--- src/rtl/darkmem_pkg.sv ---
// darkmem_pkg: shared constants and types for the darkmem load/store unit.
// Holds the RISC-V load/store opcodes, access-size encodings, FSM state
// encodings and completion cause codes used by darkmem_lsu and darkmem_align.
package darkmem_pkg;

  // Major opcodes for loads and stores
  localparam logic [6:0] LCC = 7'b0000011;
  localparam logic [6:0] SCC = 7'b0100011;

  // Access size taken from fct3[1:0]
  typedef enum logic [1:0] {
    SZ_BYTE  = 2'd0,
    SZ_HALF  = 2'd1,
    SZ_WORD  = 2'd2,
    SZ_DWORD = 2'd3
  } size_t;

  // Sequencer states, kept as plain constants so the encoding is fixed
  typedef logic [1:0] state_t;
  localparam state_t IDLE = 2'd0;
  localparam state_t BUSY = 2'd1;
  localparam state_t DONE = 2'd2;

  // Completion cause reported on err_cause
  typedef enum logic [1:0] {
    NONE     = 2'd0,
    MISALIGN = 2'd1,
    TIMEOUT  = 2'd2
  } cause_t;

endpackage

--- src/rtl/darkmem_align.sv ---
// darkmem_align: combinational byte-lane steering for darkmem_lsu.
// Produces byte enables, lane-replicated store data, the shifted and
// sign/zero-extended load result, and the misalignment flag for one access.
module darkmem_align
  import darkmem_pkg::*;
#(
  parameter  int XLEN = 32,
  localparam int NBE  = XLEN / 8,
  localparam int LW   = $clog2(NBE)
) (
  input  size_t           i_size,
  input  logic            i_sign,
  input  logic [LW-1:0]   i_lane,
  input  logic [XLEN-1:0] i_wdata,
  input  logic [XLEN-1:0] i_rdata,
  output logic [NBE-1:0]  o_be,
  output logic [XLEN-1:0] o_wdata,
  output logic [XLEN-1:0] o_rdata,
  output logic            o_misaligned
);

  logic [NBE-1:0]         w_mask;
  logic [6:0]             w_shamt;
  logic [XLEN-1:0]        w_shifted;
  logic [XLEN-1:0]        w_left;
  logic signed [XLEN-1:0] w_sext;

  // Size decode: lane mask, store replication, extension width and alignment rule
  always_comb begin
    w_mask       = '0;
    o_wdata      = i_wdata;
    w_shamt      = 7'd0;
    o_misaligned = 1'b0;
    case (i_size)
      SZ_BYTE: begin
        w_mask  = NBE'(1);
        o_wdata = {NBE{i_wdata[7:0]}};
        w_shamt = 7'(XLEN - 8);
      end
      SZ_HALF: begin
        w_mask       = NBE'(3);
        o_wdata      = {(NBE/2){i_wdata[15:0]}};
        w_shamt      = 7'(XLEN - 16);
        o_misaligned = i_lane[0];
      end
      SZ_WORD: begin
        w_mask       = NBE'(15);
        o_wdata      = {(NBE/4){i_wdata[31:0]}};
        w_shamt      = 7'(XLEN - 32);
        o_misaligned = |i_lane[1:0];
      end
      default: begin
        // A doubleword only exists on a 64-bit bus; on 32 bits it can never be aligned
        w_mask       = '1;
        o_wdata      = i_wdata;
        w_shamt      = 7'd0;
        o_misaligned = (XLEN == 64) ? (|i_lane) : 1'b1;
      end
    endcase
  end

  // Byte enables sit at the addressed lane
  assign o_be = w_mask << i_lane;

  // Load path: bring the addressed lane to bit 0, then push the field to the top
  // and shift it back down so the fill bits are either sign copies or zeros
  always_comb begin
    w_shifted = i_rdata >> {i_lane, 3'b000};
    w_left    = w_shifted << w_shamt;
    w_sext    = $signed(w_left) >>> w_shamt;
    o_rdata   = i_sign ? w_sext : (w_left >> w_shamt);
  end

endmodule

--- src/rtl/darkmem_lsu.sv ---
// darkmem_lsu: width-generic load/store unit between the darkriscv execute
// stage and the data bus. One access in flight; the core waits for valid.
// Optional bus watchdog enabled by defining DARKMEM_TIMEOUT_EN; without it
// BUSY waits for bus_valid indefinitely.
module darkmem_lsu
  import darkmem_pkg::*;
#(
  parameter  int XLEN        = 32,
  parameter  int TIMEOUT_CYC = 255,
  localparam int NBE         = XLEN / 8,
  localparam int LW          = $clog2(NBE)
) (
  input  logic            clk,
  input  logic            res_n,
  input  logic            en,
  input  logic [31:0]     inst,
  input  logic [XLEN-1:0] addr,
  input  logic [XLEN-1:0] data_i,
  output logic            valid,
  output logic            err,
  output logic [1:0]      err_cause,
  output logic [XLEN-1:0] data_o,
  output logic            bus_en,
  output logic            bus_rw,
  output logic [NBE-1:0]  bus_be,
  output logic [XLEN-1:0] bus_addr,
  output logic [XLEN-1:0] bus_wdata,
  input  logic [XLEN-1:0] bus_rdata,
  input  logic            bus_valid
);

  state_t          r_state;
  logic [2:0]      r_fct3;
  logic [XLEN-1:0] r_addr;
  logic [XLEN-1:0] r_data;
  logic            r_busEn;
  logic            r_busRw;
  logic            r_valid;
  logic            r_err;
  logic [1:0]      r_cause;
  logic [XLEN-1:0] r_dataO;

`ifdef DARKMEM_TIMEOUT_EN
  localparam int CNT_W = $clog2(TIMEOUT_CYC + 1);
  logic [CNT_W-1:0] r_tmoCnt;
`else
  logic w_unusedTmo;
  assign w_unusedTmo = (TIMEOUT_CYC != 0);
`endif

  logic            w_idle;
  logic            w_isLoad;
  logic            w_isStore;
  logic            w_isMem;
  logic [2:0]      w_fct3;
  logic [LW-1:0]   w_lane;
  logic [NBE-1:0]  w_be;
  logic [XLEN-1:0] w_wdata;
  logic [XLEN-1:0] w_rdataExt;
  logic            w_misaligned;
  logic            w_unusedBits;

  assign w_unusedBits = ^{inst[31:15], inst[11:7]};

  assign w_idle    = (r_state == IDLE);
  assign w_isLoad  = (inst[6:0] == LCC);
  assign w_isStore = (inst[6:0] == SCC);
  assign w_isMem   = w_isLoad | w_isStore;

  // In IDLE the steering logic looks at the live request so alignment can be
  // judged before capture; afterwards it only sees the captured copy, which
  // keeps the bus outputs frozen for the whole access.
  assign w_fct3 = w_idle ? inst[14:12]   : r_fct3;
  assign w_lane = w_idle ? addr[LW-1:0]  : r_addr[LW-1:0];

  darkmem_align #(
    .XLEN(XLEN)
  ) u_align (
    .i_size      (size_t'(w_fct3[1:0])),
    .i_sign      (~w_fct3[2]),
    .i_lane      (w_lane),
    .i_wdata     (r_data),
    .i_rdata     (bus_rdata),
    .o_be        (w_be),
    .o_wdata     (w_wdata),
    .o_rdata     (w_rdataExt),
    .o_misaligned(w_misaligned)
  );

  // Sequencer: capture the request, run the bus handshake, post a one-cycle completion
  always_ff @(posedge clk or negedge res_n) begin
    if (!res_n) begin
      r_state <= IDLE;
      r_fct3  <= '0;
      r_addr  <= '0;
      r_data  <= '0;
      r_busEn <= 1'b0;
      r_busRw <= 1'b0;
      r_valid <= 1'b0;
      r_err   <= 1'b0;
      r_cause <= NONE;
      r_dataO <= '0;
`ifdef DARKMEM_TIMEOUT_EN
      r_tmoCnt <= '0;
`endif
    end else begin
      r_valid <= 1'b0;
      r_err   <= 1'b0;
      case (r_state)
        IDLE: begin
          if (en) begin
            r_fct3 <= inst[14:12];
            r_addr <= addr;
            r_data <= data_i;
            if (w_isMem && !w_misaligned) begin
              r_state <= BUSY;
              r_busEn <= 1'b1;
              r_busRw <= w_isStore;
`ifdef DARKMEM_TIMEOUT_EN
              r_tmoCnt <= '0;
`endif
            end else begin
              r_state <= DONE;
              r_valid <= 1'b1;
              r_err   <= w_isMem;
              r_cause <= w_isMem ? MISALIGN : NONE;
            end
          end
        end
        BUSY: begin
          if (bus_valid) begin
            r_busEn <= 1'b0;
            r_busRw <= 1'b0;
            if (!r_busRw) begin
              r_dataO <= w_rdataExt;
            end
            r_state <= DONE;
            r_valid <= 1'b1;
            r_cause <= NONE;
          end
`ifdef DARKMEM_TIMEOUT_EN
          else if (r_tmoCnt == CNT_W'(TIMEOUT_CYC - 1)) begin
            r_busEn <= 1'b0;
            r_busRw <= 1'b0;
            r_state <= DONE;
            r_valid <= 1'b1;
            r_err   <= 1'b1;
            r_cause <= TIMEOUT;
          end else begin
            r_tmoCnt <= r_tmoCnt + CNT_W'(1);
          end
`endif
        end
        DONE: begin
          r_state <= IDLE;
        end
        default: begin
          r_state <= IDLE;
        end
      endcase
    end
  end

  assign valid     = r_valid;
  assign err       = r_err;
  assign err_cause = r_cause;
  assign data_o    = r_dataO;
  assign bus_en    = r_busEn;
  assign bus_rw    = r_busRw;

  // Steered bus fields are only presented while a request is open, so they read
  // zero in reset and disappear together with bus_en
  assign bus_be    = r_busEn ? w_be : '0;
  assign bus_addr  = r_busEn ? {r_addr[XLEN-1:LW], {LW{1'b0}}} : '0;
  assign bus_wdata = r_busEn ? w_wdata : '0;

endmodule
--- config.mk ---
export PLATFORM = sky130hd
export DESIGN_NAME = darkmem_lsu
export DESIGN_NICKNAME = d
export VERILOG_FILES = /design/src/rtl/darkmem_pkg.sv /design/src/rtl/darkmem_align.sv /design/src/rtl/darkmem_lsu.sv
export SDC_FILE = /design/constraint.sdc
export NUM_CORES = 1
export LEC_CHECK = 0
export ABC_AREA = 1
export CORE_MARGIN = 4
export CORE_UTILIZATION = 43
export CTS_CLUSTER_DIAMETER = 120
export DETAILED_ROUTE_END_ITERATION = 8
export GPL_ROUTABILITY_DRIVEN = 0
export PLACE_DENSITY = 0.85
export SLEW_MARGIN = 10
export SYNTH_ARGS = -nofsm -noshare
export SYNTH_HDL_FRONTEND = slang
export SYNTH_SLANG_ARGS = --single-unit
--- constraint.sdc ---
create_clock -name clk -period 2.4 [get_ports clk]
set_clock_uncertainty 0.05 [all_clocks]
set_input_delay 0.48 -clock clk [delete_from_list [all_inputs] [get_ports clk]]
set_output_delay 0.48 -clock clk [all_outputs]
set_load 0.005 [all_outputs]
---- Yosys cells after proc, flatten, opt, wreduce, memory -nomap -nowiden ----
Index checks and enable logic that the tools add are counted.
word-level totals
  logic and storage cells ................. 70
  output and inout bits ................... 106
  bits of input ports ..................... 132
  bits in registers ....................... 107
operators by class
  shift-type cells ........................ 5
  multiplexer cells ....................... 33
  eq/ne operators ......................... 9
  bitwise logic cells ..................... 2
  reduce and logical (&&, ||, !) cells .... 11
operators by type and width
  operator                                                          count
  32-bit two-way mux                                                3
  32-bit one-hot mux with 2 select lines                            1
  32-bit by 5-bit right shift with 32-bit output                    2
  32-bit by 5-bit left shift with 32-bit output                     1
  32-bit by 5-bit >>> shifter with 32-bit output                    1
  2-bit two-way mux                                                 7
  1-bit two-way mux                                                 12
  5-bit one-hot mux with 2 select lines                             1
  2-bit one-hot mux with 2 select lines                             2
  4-bit one-hot mux with 2 select lines                             1
  4-bit AND reduction                                               2
  7-bit by 2-bit == test with 1-bit output (second input constant)  1
  7-bit by 6-bit == test with 1-bit output (second input constant)  1
  2-bit inequality test (second input constant)                     3
  1-bit one-hot mux with 2 select lines                             3
  2-bit by 1-bit == test with 1-bit output (second input constant)  2
  2-bit logical NOT                                                 2
  4-bit two-way mux                                                 1
  2-bit AND reduction                                               2
  4-bit by 2-bit left shift with 4-bit output                       1
  3-bit two-way mux                                                 1
  1-bit one-hot mux with 3 select lines                             1
  3-bit AND reduction                                               1
  2-bit == test (second input constant)                             1
  other kinds (7)                                                   7

---- Longest topological paths before layout ----
  depth after elaboration ................. 9
  mapped depth ............................ 13
  mapped depth without buffers ............ 13

---- By module ----
A second synthesis with hierarchy kept.
unflattened totals
  cells, all modules ...................... 824
  area total of the unflattened synthesis .. 6097.1 sq um
modules (own cells, without submodules)
  module         instances  cells each  seq. area each (sq um)  area an instance (sq um)
  darkmem_lsu    1          553         2652.5                  4819.6
  darkmem_align  1          271         0.0                     1277.5

---- Least setup slack after synthesis ----
OpenSTA, ideal clock, no wires.
  path kind ............................... register to output
  start ................................... register r_state[1]
  end ..................................... output port bus_wdata[20]
  data required time ...................... 1.870 ns
  cell stages (with the launch flop) ...... 9
  path buffers ............................ 3
  arrival ................................. 1.453 ns
  path slack .............................. 0.417 ns
  cells stage by stage .................... dfrtp_1 > nor2_4 > nand2_1 > o21ai_1 > buf_4 > inv_2 > buf_2 > buf_2 > o21ai_0
on the way
  word-level cells in the longest chain between the ends .. 5
  elaborated cells on any way between the ends .. 6
  classes of those cells .................. eq/ne: 1; mux: 3; reduce/logical: 2
ends and longest elaborated chain
  item                                                                                  line                 RTL
  start: declaration                                                                    darkmem_lsu.sv:32    state_t r_state;
  start signal: assignment                                                              darkmem_lsu.sv:93    r_state <= IDLE;
  start signal: assignment                                                              darkmem_lsu.sv:116   r_state <= BUSY;
  start signal: assignment                                                              darkmem_lsu.sv:123   r_state <= DONE;
  2-bit logical NOT (*)                                                                 darkmem_lsu.sv:65    assign w_idle = (r_state == IDLE);
  3-bit two-way mux (*)                                                                 darkmem_lsu.sv:73    assign w_fct3 = w_idle ? inst[14:12] : r_fct3;
  2-bit by 1-bit == test with 1-bit output / 2-bit logical NOT (equally long branches)  darkmem_align.sv:34  case (i_size)
  32-bit one-hot mux with 2 select lines (*)                                            darkmem_align.sv:34
  32-bit two-way mux (*)                                                                darkmem_lsu.sv:175   assign bus_wdata = r_busEn ? w_wdata : '0;
  end: declaration                                                                      darkmem_lsu.sv:27    output logic [XLEN-1:0] bus_wdata,
Mark *: on every way between the ends. The rest lies on a longest branch, timed or not.

---- Worst setup path after layout ----
  start ................................... register r_state[1]
  end ..................................... output port bus_wdata[27]
The elaborated chain is that of the path after synthesis.

==> impl_results.md <==
* Status: finished with violations
* Violated checks: negative setup slack
* Slew Limit Headroom at 0.564
* Number of cells traversed by the worst register-to-register path at 13
* DRT iter0 DRCs at 402
* Number of synthesized flops with an enable pin at 0
* Wire length of the first global-routing pass at 26900 um
* Type of the worst setup path: reg2out
* Non-Filler Instances at 1046
* Minimum clock period after layout at 2.53 ns
* CP Launch Type: flip-flop
* Number of antenna violations at the first check in global routing at 0
* Synth Register Bits at 106
* Cell types with the largest area share after synthesis: dfrtp_1 (48%), mux2_2 (12%), nand2_1 (9.9%)
* Final count of pins violating max slew at 0
* Worst setup slack after layout at -0.129 ns
* R2r startpoint: r_state[1]
* Antenna-violating nets left at 0
* Detail-routed net length per standard cell at 16.8 um
* Type of the tightest min-delay check: in2async
* Top-level I/O count at 238
* Final hold slack at 0.107 ns
* Required time of the worst setup path at 1.87 ns
* Peak ir drop on the vdd network at 0.687 mV
* Layout fillers at 983
* Maximum capacitance violations at 0
* Pin slew with the least headroom to its limit at 0.653 ns
* Area of the die at 0.0148 mm^2
* Clock latency on the worst-skew pair at 0.35 ns
* Commonest cells in the netlist: nand2_1 (146), dfrtp_1 (106), inv_1 (61), mux2_2 (61), nor2_1 (45)
* Maximum clock insertion buffer count at 2
* Initial standard-cell utilization of the core at 0.441
* Setup TNS at -0.682 ns
* Via count of the first global-routing pass at 5247
* Share of the synthesized netlist area taken by xor and xnor gates at 0
* Power density relative to cell area at 1290 mW/mm^2
* Final count of negative-setup-slack endpoints at 13
* Warning count from the yosys run at 0
* Placeable Area at 0.0126 mm^2
* Num rows at 41
* TritonCTS clock tree: yes
* Share of synthesized cell area in and, or, nand and nor gates at 0.192
* Total area of multi-input combinational cells at 0.00264 mm^2
* Port bufs at 212
* Place WS at -0.465 ns
* Endpoints failing hold at 0
* Maximum fanout along the worst path at 6
* Max Clk Rate at 395 MHz
* Worst setup startpoint: r_state[1]
* Mean Syn Cell Area at 8.82 um^2
* Clock net sink count at 106
* R2R Setup Slk at 0.17 ns
* Horizontal die dimension at 122 um
* Utilization of the core after routing at 0.682
* Number of vias in the routed layout at 5333
* Category of the worst setup path capture point: output port
* Top-area cell type share of the netlist area at 0.477
* DPL Wire Length at 12500 um
* Cell count after synthesis at 631
* Dominant combinational cell family by area after synthesis: simple AND/OR/NAND/NOR gates
* Adder and majority cell fraction of the synthesized area at 0
* Chip Height at 122 um
* Primary flip-flop cell chosen by synthesis mapping: dfrtp_1
* Grt ovf at 0
* Cell type with the highest aggregate area in the netlist: dfrtp_1
* Clock slew at the register clock pins of the worst setup and hold paths at 0.07 ns
* DP Cell Count at 1013
* Number of distinct standard cells referenced by the synthesized netlist at 32
* Proportion of synthesized area in mux cells at 0.123
* H-Tree Level Count at 3
* Unrepaired setup endpoints after global routing: true
* Data arrival time at the worst-slack endpoint at 2.00 ns
* Maximum number of pins on one net before global-route repair at 107
* Clock root buffer: clkbuf_16
* Worst reg2reg path endpoint: data_o[12]
* Fraction of the yosys area taken by sequential cells at 0.477
* Period utilisation layout at 1.05
* Detailed-route DRC error count at 0
* Vias per inst at 5.10
* Sequential standard cell area at 0.00265 mm^2
* Net total in the final layout at 1001
* Total standard cell area after synthesis at 0.00556 mm^2
* CTS Buf Count at 9
* Area growth from synthesis to layout at 54.7%
* Post-synth ARST share at 1.00
* TritonRoute pass-1 iters at 5
* Number of antenna repair diodes at 0
* Fraction of layout cells with a size suffix above 1 at 0.254
* Most frequent cell after synthesis: nand2_1
* Sum of routed wire length over all layers at 17600 um
* Overall track demand over capacity in global routing at 0.233
* Fraction of the mapped netlist area in compound gates at 0.120
* Leakage at 4.09 nW
where the power goes:
| part | total (W) | switching, W | internal [W] | leakage, nW |
|---|---|---|---|---|
| registers | 0.00305 | 0.000501 | 0.00255 | 1.29 |
| logic | 0.00659 | 0.00316 | 0.00343 | 2.66 |
| clock network | 0.00145 | 0.000702 | 0.000752 | 0.143 |
| total | 0.0111 | 0.00436 | 0.00673 | 4.09 |
cells in the final DEF, fill, tap and decap left out, types with 10 or more instances in the layout:
cell             count
mux2_2              61
o21ai_1             18
a21oi_1             18
clkdlybuf4s50_1    182
nand2_1            143
inv_1               60
nor2_1              43
a21oi_2             11
o21ai_2             10
buf_6               23
buf_2               10
dfrtp_1            105
buf_4               34
o21ai_0             25
nand3_1             39
what timing repair did:
| item | 4_1_cts | 5_1_grt |
|---|---|---|
| pin swaps | 4 | 9 |
| hold buffers | 0 | 0 |
| gates resized for setup | 142 | 47 |
| setup endpoints to repair | 28 | 28 |
| buffers inserted | 8 | 10 |
| cloned | 1 | 0 |
stage by stage:
step | power [W] | cell area, um^2
6_report | 0.0111 | 8610
5_1_grt | 0.0119 | 8610
4_1_cts | 0.0108 | 8480
3_5_place_dp | 0.00891 | 7990
3_3_place_gp | 0.00877 | 7990
2_1_floorplan | 0.00596 | 5570
kinds of logic after synthesis:
group                  count (synthesis)
flip-flops                           106
AO/OA/AOI/OAI                        109
other                                  1
buffers and inverters                105
AND/OR/NAND/NOR                      249
multiplexers                          61
layout make-up:
type	instances	share of cell area
flip-flops and latches	106	0.308
clock buffers	11	0.0282
well taps	172	0.0250
clock inverters	5	0.00538
inverters	65	0.0295
multi-input cells	422	0.307
repair inverters	1	0.00131
repair buffers	264	0.295
state kept, by name, summed over array words and instances (netlist names):
name	cells
data_o	32
r_state	2
r_fct3	3
err	1
r_data	32
r_addr	32
bus_rw	1
bus_en	1
valid	1
err_cause	1
worst max-delay path by stage:
stage	to	slack (ns)	cells past startpoint
floorplan	bus_wdata[20]	0.42	8
global placement	bus_wdata[24]	-0.42	9
detailed placement	bus_wdata[25]	-0.47	9
CTS	bus_wdata[27]	-0.11	9
global route	bus_wdata[15]	-0.21	9
finish	bus_wdata[27]	-0.13	9
layer usage:
metal,vias up,track usage,part of all wire
met5,-,0,0
met4,0,0.102,0.030
met3,36,0.0803,0.093
met2,226,0.393,0.49
met1,2532,0.269,0.38
li1,2539,-,-
critical path: stages, from the launching register on:
cell and delay, ns:
dfrtp_1 0.41, nor2_4 0.24, nand2_2 0.11, o21ai_4 0.10
buf_6 0.16, nand2_4 0.06, buf_6 0.14, buf_6 0.11
o221a_4 0.21, buf_6 0.11
(Power assumes the default switching activity.)
